`config.mk`:
```
export PLATFORM = sky130hd
export DESIGN_NAME = prog_serializer
export DESIGN_NICKNAME = d
export VERILOG_FILES = /design/src/rtl/prog_serializer.sv
export SDC_FILE = /design/constraint.sdc
export NUM_CORES = 1
export LEC_CHECK = 0
export CORE_MARGIN = 1
export CORE_UTILIZATION = 55
export CTS_BUF_LIST = sky130_fd_sc_hd__clkbuf_8
export DETAILED_ROUTE_END_ITERATION = 10
export GPL_ROUTABILITY_DRIVEN = 0
export PLACE_DENSITY = 0.89
export SLEW_MARGIN = 20
export SYNTH_ARGS = -nofsm -noshare
export SYNTH_HDL_FRONTEND = slang
export SYNTH_SLANG_ARGS = --single-unit
```
`constraint.sdc`:
```
create_clock -name clk -period 2.3 [get_ports clk]
set_clock_uncertainty 0.05 [all_clocks]
set_input_delay 0.46 -clock clk [delete_from_list [all_inputs] [get_ports clk]]
set_output_delay 0.46 -clock clk [all_outputs]
set_load 0.01 [all_outputs]
```
`src/rtl/prog_serializer.sv`:
```
// Program loader: buffers {last, word} entries in a small FIFO and shifts each word
// out serially, least-significant byte first and MSB first within each byte.
module prog_serializer #(
    parameter int W     = 32,
    parameter int DEPTH = 4
) (
    input  logic         clk,
    input  logic         rst,
    input  logic         clear,
    input  logic         wr_valid,
    input  logic [W-1:0] wr_data,
    input  logic         wr_last,
    output logic         wr_ready,
    output logic         ser_out,
    output logic         ser_en,
    output logic         busy,
    output logic         prog_done,
    output logic [15:0]  words_sent
);
    localparam int AW = $clog2(DEPTH);
    localparam int CW = $clog2(W);

    typedef enum logic [1:0] {IDLE, SHIFT, GAP, DONE} state_t;

    logic [W:0]    r_mem [DEPTH];
    logic [AW-1:0] r_wptr, r_rptr;
    logic [AW:0]   r_count;
    state_t        r_state;
    logic [W-1:0]  r_sh;
    logic [CW-1:0] r_bitcnt;
    logic          r_last;
    logic          r_ser_out, r_ser_en, r_prog_done;
    logic [15:0]   r_words;

    logic          w_full, w_empty, w_push, w_pop;
    logic [W:0]    w_head;
    logic [W-1:0]  w_swap;

    assign w_full  = (r_count == (AW+1)'(DEPTH));
    assign w_empty = (r_count == '0);
    assign w_head  = r_mem[r_rptr];

    // rst gates wr_ready so it reads 0 during reset without waiting for a clock
    assign wr_ready = rst && !w_full && (r_state != DONE) && !clear;
    assign w_push   = wr_valid && wr_ready;
    assign w_pop    = !clear && !w_empty && ((r_state == IDLE) || (r_state == GAP));

    // Byte-swap so a plain MSB-first shift yields byte 0 first, MSB first per byte
    always_comb begin
        w_swap = '0;
        for (int unsigned b = 0; b < W / 8; b++) begin
            w_swap[W-1-8*b -: 8] = w_head[8*b +: 8];
        end
    end

    always_ff @(posedge clk) begin
        if (w_push) begin
            r_mem[r_wptr] <= {wr_last, wr_data};
        end
    end

    always_ff @(posedge clk or negedge rst) begin
        if (!rst) begin
            r_wptr  <= '0;
            r_rptr  <= '0;
            r_count <= '0;
        end else if (clear) begin
            r_wptr  <= '0;
            r_rptr  <= '0;
            r_count <= '0;
        end else begin
            if (w_push) r_wptr <= r_wptr + 1'b1;
            if (w_pop)  r_rptr <= r_rptr + 1'b1;
            case ({w_push, w_pop})
                2'b10:   r_count <= r_count + 1'b1;
                2'b01:   r_count <= r_count - 1'b1;
                default: r_count <= r_count;
            endcase
        end
    end

    always_ff @(posedge clk or negedge rst) begin
        if (!rst) begin
            r_state     <= IDLE;
            r_sh        <= '0;
            r_bitcnt    <= '0;
            r_last      <= 1'b0;
            r_ser_out   <= 1'b0;
            r_ser_en    <= 1'b0;
            r_prog_done <= 1'b0;
            r_words     <= '0;
        end else if (clear) begin
            r_state     <= IDLE;
            r_ser_out   <= 1'b0;
            r_ser_en    <= 1'b0;
            r_prog_done <= 1'b0;
            r_words     <= '0;
        end else begin
            case (r_state)
                IDLE, GAP: begin
                    if (w_pop) begin
                        r_state   <= SHIFT;
                        r_ser_en  <= 1'b1;
                        r_ser_out <= w_swap[W-1];
                        r_sh      <= w_swap << 1;
                        r_bitcnt  <= '0;
                        r_last    <= w_head[W];
                    end else begin
                        r_state <= IDLE;
                    end
                end
                SHIFT: begin
                    if (r_bitcnt == CW'(W - 1)) begin
                        r_ser_en  <= 1'b0;
                        r_ser_out <= 1'b0;
                        if (r_words != 16'hFFFF) r_words <= r_words + 16'd1;
                        if (r_last) begin
                            r_state     <= DONE;
                            r_prog_done <= 1'b1;
                        end else begin
                            r_state <= GAP;
                        end
                    end else begin
                        r_ser_out <= r_sh[W-1];
                        r_sh      <= {r_sh[W-2:0], 1'b0};
                        r_bitcnt  <= r_bitcnt + CW'(1);
                    end
                end
                DONE:    r_state <= DONE;
                default: r_state <= IDLE;
            endcase
        end
    end

    assign ser_out    = r_ser_out;
    assign ser_en     = r_ser_en;
    assign prog_done  = r_prog_done;
    assign words_sent = r_words;
    assign busy       = (r_state == SHIFT) || (r_state == GAP) || !w_empty;

endmodule

```
=== Word level (Yosys, flattened, before mapping) ===
Memory sizes are Yosys's and may differ from the RTL's.
Cells that the tools add are included.

* Output and inout port bits: 21
* Bits in writable memories: 132
* Input bits: 37
* Logic and storage cells: 97
* Memories kept: 1
* Register bits after elaboration: 66

* Reduce and logical (&&, ||, !) cells: 30
* Equal/unequal tests: 13
* Mux-type cells: 35
* Add/sub/neg operators: 6
* Bitwise operators: 1

{| class="wikitable"
|+ Memory list
! name !! words !! bits a word !! rd ports !! clocked after memory_dff !! write ports !! line !! text
|-
| r_mem || 4 || 33 || 1 || 0 || 1 || 25 || <nowiki>logic [W:0] r_mem [DEPTH];</nowiki>
|}

{| class="wikitable"
|+ Operators with widths
! operator !! number
|-
| 16-bit 2-to-1 mux || 4
|-
| 32-bit 2-to-1 mux || 2
|-
| 32-bit one-hot mux with 2 select lines || 1
|-
| 16-bit by 1-bit adder with 16-bit output, second input constant || 1
|-
| 16-bit != test, second input constant || 1
|-
| 1-bit 2-to-1 mux || 14
|-
| 2-bit nonzero test || 7
|-
| 2-bit 2-to-1 mux || 6
|-
| 3-bit AND reduction || 4
|-
| 5-bit 2-to-1 mux || 2
|-
| 5-bit one-hot mux with 2 select lines || 1
|-
| 2-bit == test, second input constant || 3
|-
| 1-bit logical AND || 6
|-
| 2-bit != test, second input constant || 3
|-
| 3-bit != test, second input constant || 2
|-
| 2-bit one-hot mux with 3 select lines || 1
|-
| 3-bit one-hot mux with 2 select lines || 1
|-
| 3-bit nonzero test || 2
|-
| 5-bit by 1-bit adder with 5-bit output, second input constant || 1
|-
| 5-bit == test, second input constant || 1
|-
| 2-bit by 1-bit adder with 2-bit output, second input constant || 2
|-
| 2-bit by 1-bit == test with 1-bit output, second input constant || 2
|-
| 1-bit one-hot mux with 2 select lines || 2
|-
| 4-bit AND reduction || 1
|-
| other kinds (11) || 15
|}

=== Depth between registers and ports, before layout ===
* Word-level depth: 9
* Mapped depth: 9
* Mapped depth without buffers: 8

=== Worst setup path before layout ===
No wires, ideal clock.

* Kind: register to register
* From: register r_state[0]
* To: register r_count[2]
* Required time: 2.172 ns
* Slack: 0.011 ns
* Arrival: 2.160 ns
* Setup time: 0.078 ns
* Cell stages (with the launch flop): 10
* Clock period less this slack: 2.289 ns
* Path buffers: 1
* Path through: dfrtp_1 ha_1 and4bb_2 and2_4 buf_6 nor3_1 fa_1 nor4_1 a21oi_1 o2bb2ai_1

* Longest elaborated chain between the ends: 7
* Elaborated cells between the ends (all ways): 13
* Classes of those cells: eq/ne (4); mux (2); reduce/logical (7)

{| class="wikitable"
|+ RTL lines
! what !! line !! text
|-
| start: declaration || 28 || <nowiki>state_t r_state;</nowiki>
|-
| start signal: assignment || 84 || <nowiki>r_state <= IDLE;</nowiki>
|-
| start signal: assignment || 93 || <nowiki>r_state <= IDLE;</nowiki>
|-
| start signal: assignment || 102 || <nowiki>r_state <= SHIFT;</nowiki>
|-
| 2-bit != test || 44 || <nowiki>assign wr_ready = rst && !w_full && (r_state != DONE) && !clear;</nowiki>
|-
| 1-bit logical AND (2 in a row) || 44 ||
|-
| 1-bit logical AND || 45 || <nowiki>assign w_push = wr_valid && wr_ready;</nowiki>
|-
| 2-bit by 1-bit == test with 1-bit output or 2-bit == test (tied branches) || 74 || <nowiki>case ({w_push, w_pop})</nowiki>
|-
| 3-bit one-hot mux with 2 select lines || 74 ||
|-
| 3-bit 2-to-1 mux || 67 || <nowiki>end else if (clear) begin</nowiki>
|-
| end signal: assignment || 75 || <nowiki>2'b10: r_count <= r_count + 1'b1;</nowiki>
|-
| end signal: assignment || 76 || <nowiki>2'b01: r_count <= r_count - 1'b1;</nowiki>
|-
| end signal: assignment || 77 || <nowiki>default: r_count <= r_count;</nowiki>
|-
| end: declaration || 27 || <nowiki>logic [AW:0] r_count;</nowiki>
|}

Several ways; a longest one is shown, not always the timed one.
A chain may end at the register's enable or synchronous reset.

=== Worst setup path in the final report ===
Ends and elaborated chain as after synthesis.

==> results.json <==
{
  "setup_tns_ns": -0.0114,
  "drtPass1Iterations": 8,
  "h-tree-depth": 4,
  "drive_gt1_frac": 0.229,
  "layout_common_cells": "edfxtp_1, dfrtp_1, clkdlybuf4s50_1",
  "drt_iter0_drc": 407,
  "status": "complete, but fails checks",
  "timing.final.crit_share": 1.00,
  "drt.antenna.violating_nets": 0,
  "r2r_end": "r_count[2]$_DFFE_PN0P_",
  "min_path_type": "input pin to asynchronous set/reset pin",
  "synth-main-ff-cell": "edfxtp_1",
  "rsz0062_at_grt": "true",
  "clock_latency_ns": 0.46,
  "antenna_found_initial": 0,
  "async_flop_share": 0.330,
  "routedWlPerCell_um": 19.9,
  "cp-end-kind": "register",
  "crit_arrival_ns": 2.64,
  "syn_area_per_cell_um2": 15.5,
  "dieArea_um2": 15700,
  "ys_types": 57,
  "switching_share": 0.294,
  "fin_util": 0.678,
  "die_x_um": 125,
  "r2r_setup_slack_ns": -0.01,
  "die_h_um": 125,
  "clkPwrFrac": 0.264,
  "grt_overflow": 0,
  "syn_inst": 538,
  "p_leak_nw": 3.56,
  "io_buffers": 57,
  "fin_nets": 670,
  "clockBufferDepth": 2,
  "std_cell_rows": 44,
  "yosysSeqAreaShare": 0.670,
  "combPwrFrac": 0.275,
  "core_area_um2": 14600,
  "cap_violations": 0,
  "start_kind": "register",
  "grt_usage": 0.219,
  "cts_tree": "built",
  "fin_area_um2": 9930,
  "antenna_cells": 0,
  "grt_max_degree": 66,
  "setup_viol": 1,
  "grt_pass1_vias": 5132,
  "period_needed_ns": 2.31,
  "dp_hpwl_um": 9820,
  "crit_type": "register to register",
  "yosysWarnings": 0,
  "cp.required_ns": 2.63,
  "p_per_area_nw_per_um2": 971,
  "r2r_start": "r_state[0]$_DFFE_PN0P_",
  "fillers": 938,
  "setup_ws_ns": -0.0114,
  "syn_nets": 587,
  "ff2ff_path_depth": 9,
  "worst_slew_margin_rel": 0.417,
  "synth_edf_count": 132,
  "drc": 6,
  "wl_um": 16300,
  "clk_pin_slew_ns": 0.10,
  "viasPerCell": 5.95,
  "cts_root_buf": "clkbuf_8",
  "failed_checks": "DRC, setup timing",
  "internal_power_mw": 6.81,
  "slew_violations": 0,
  "vias": 4871,
  "multi_input_area_um2": 2660,
  "cts-buffers-inserted": 17,
  "layout_commonest_cell": "edfxtp_1",
  "area_delta_synth_final_pct": 19.1,
  "finalHoldViolCount": 0,
  "ir_drop_mv": 1.09,
  "p_switching_mw": 2.83,
  "io_pins": 58,
  "seq_area_um2": 5590,
  "grt_pass1_wl_um": 26000,
  "syn_area_um2": 8340,
  "crit_fanout": 5,
  "max_slew.worst_pin.slew_ns": 0.875,
  "seq_power_share": 0.461,
  "fmax_mhz": 433,
  "initial_utilization": 0.570,
  "placed_area_um2": 9290,
  "cts_sinks": 197,
  "ys_ff_latch": 197
}
worst max-delay path by stage:
| stage | endpoint | slack (ns) | from | cells past startpoint |
|---|---|---|---|---|
| floorplan | r_count[2]$_DFFE_PN0P_ | 0.01 | r_state[0]$_DFFE_PN0P_ | 9 |
| global placement | r_count[2]$_DFFE_PN0P_ | -0.15 | clear | 8 |
| detailed placement | r_count[2]$_DFFE_PN0P_ | -0.23 | clear | 8 |
| CTS | busy | 0.01 | r_count[2]$_DFFE_PN0P_ | 4 |
| global route | r_count[2]$_DFFE_PN0P_ | -0.06 | r_state[0]$_DFFE_PN0P_ | 9 |
| finish | r_count[2]$_DFFE_PN0P_ | -0.01 | r_state[0]$_DFFE_PN0P_ | 9 |
synthesized netlist by cell type (5+ instances only):
master / instances / area [um^2]
o21ai_0: 39 / 195
mux2i_1: 33 / 330
clkbuf_1: 12 / 45.0
nand2_1: 44 / 165
a21oi_1: 10 / 50.1
and3_1: 9 / 56.3
edfxtp_1: 132 / 3960
ha_1: 11 / 138
nand4_1: 5 / 31.3
mux2_2: 11 / 124
buf_2: 9 / 45.0
a211oi_1: 5 / 37.5
inv_1: 11 / 41.3
nor2b_1: 10 / 62.6
nand3_1: 6 / 30.0
mux4_2: 33 / 743
dfrtp_1: 65 / 1630
nor2_1: 26 / 97.6
registers in the layout (all words and copies together), names as in the netlist:
| signal | cells |
|---|---|
| r_mem | 132 |
| r_sh | 31 |
| words_sent | 16 |
| r_bitcnt | 5 |
| r_count | 3 |
| r_rptr | 2 |
| r_state | 2 |
| r_wptr | 2 |
| prog_done | 1 |
| r_last | 1 |
| ser_en | 1 |
| ser_out | 1 |
routing by layer:
metal	vias to the layer above	global-route usage	part of all wire	wire [um]
met2	142	0.384	0.54	8840
li1	2211	-	-	-
met4	0	0.0854	0.016	268
met1	2494	0.263	0.40	6480
met5	-	0	0	0
met3	24	0.0513	0.042	685
worst max-delay path: stages, from the launching register on:
cell and delay (ns):
dfrtp_1 0.43, buf_6 0.14, ha_4 0.15, and4bb_2 0.31
and2_4 0.16, nor3_4 0.04, fa_2 0.41, nor4_4 0.30
a21oi_2 0.07, o2bb2ai_2 0.17
power groups by stage:
stage | clock [mW] | combinational (mW) | sequential [mW]
finish | 2.55 | 2.65 | 4.44
global route | 2.71 | 2.90 | 4.49
CTS | 2.59 | 2.52 | 4.43
detailed placement | 0 | 2.43 | 4.52
global placement | 0 | 2.30 | 4.48
floorplan | 0 | 1.77 | 4.42
repair_timing:
action / CTS / global route
endpoints found under the setup margin: 3 / 14
setup buffers: 7 / 3
pin swaps: 5 / 9
gates resized for setup: 12 / 20
gates cloned: 0 / 0
hold buffers: 0 / 0
stage by stage:
step / total power [mW] / hold slack [ns] / worst slack [ns] / instances
floorplan: 6.19 / 0.114 / 0.0115 / 538
global placement: 6.78 / 0.414 / -0.146 / 776
detailed placement: 6.95 / 0.421 / -0.229 / 776
CTS: 9.53 / 0.183 / 0.0127 / 815
global route: 10.1 / 0.215 / -0.0617 / 818
finish: 9.64 / 0.167 / -0.0114 / 818
kinds of logic after synthesis:
kind of cell,count (synthesis),synth area share
AO/OA/AOI/OAI,81,0.0627
XOR/XNOR,4,0.00510
adder cells (fa/ha/maj),12,0.0189
buffers and inverters,41,0.0228
flip-flops,197,0.670
multiplexers,78,0.145
AND/OR/NAND/NOR,125,0.0749
area by class of cell:
type | count | share of cell area
clock buffers | 18 | 0.0249
well taps | 184 | 0.0232
repair buffers | 94 | 0.0950
inverters | 11 | 0.00416
multi-input cells | 300 | 0.267
clock inverters | 14 | 0.0222
flip-flops and latches | 197 | 0.563
(Power assumes the default switching activity.)
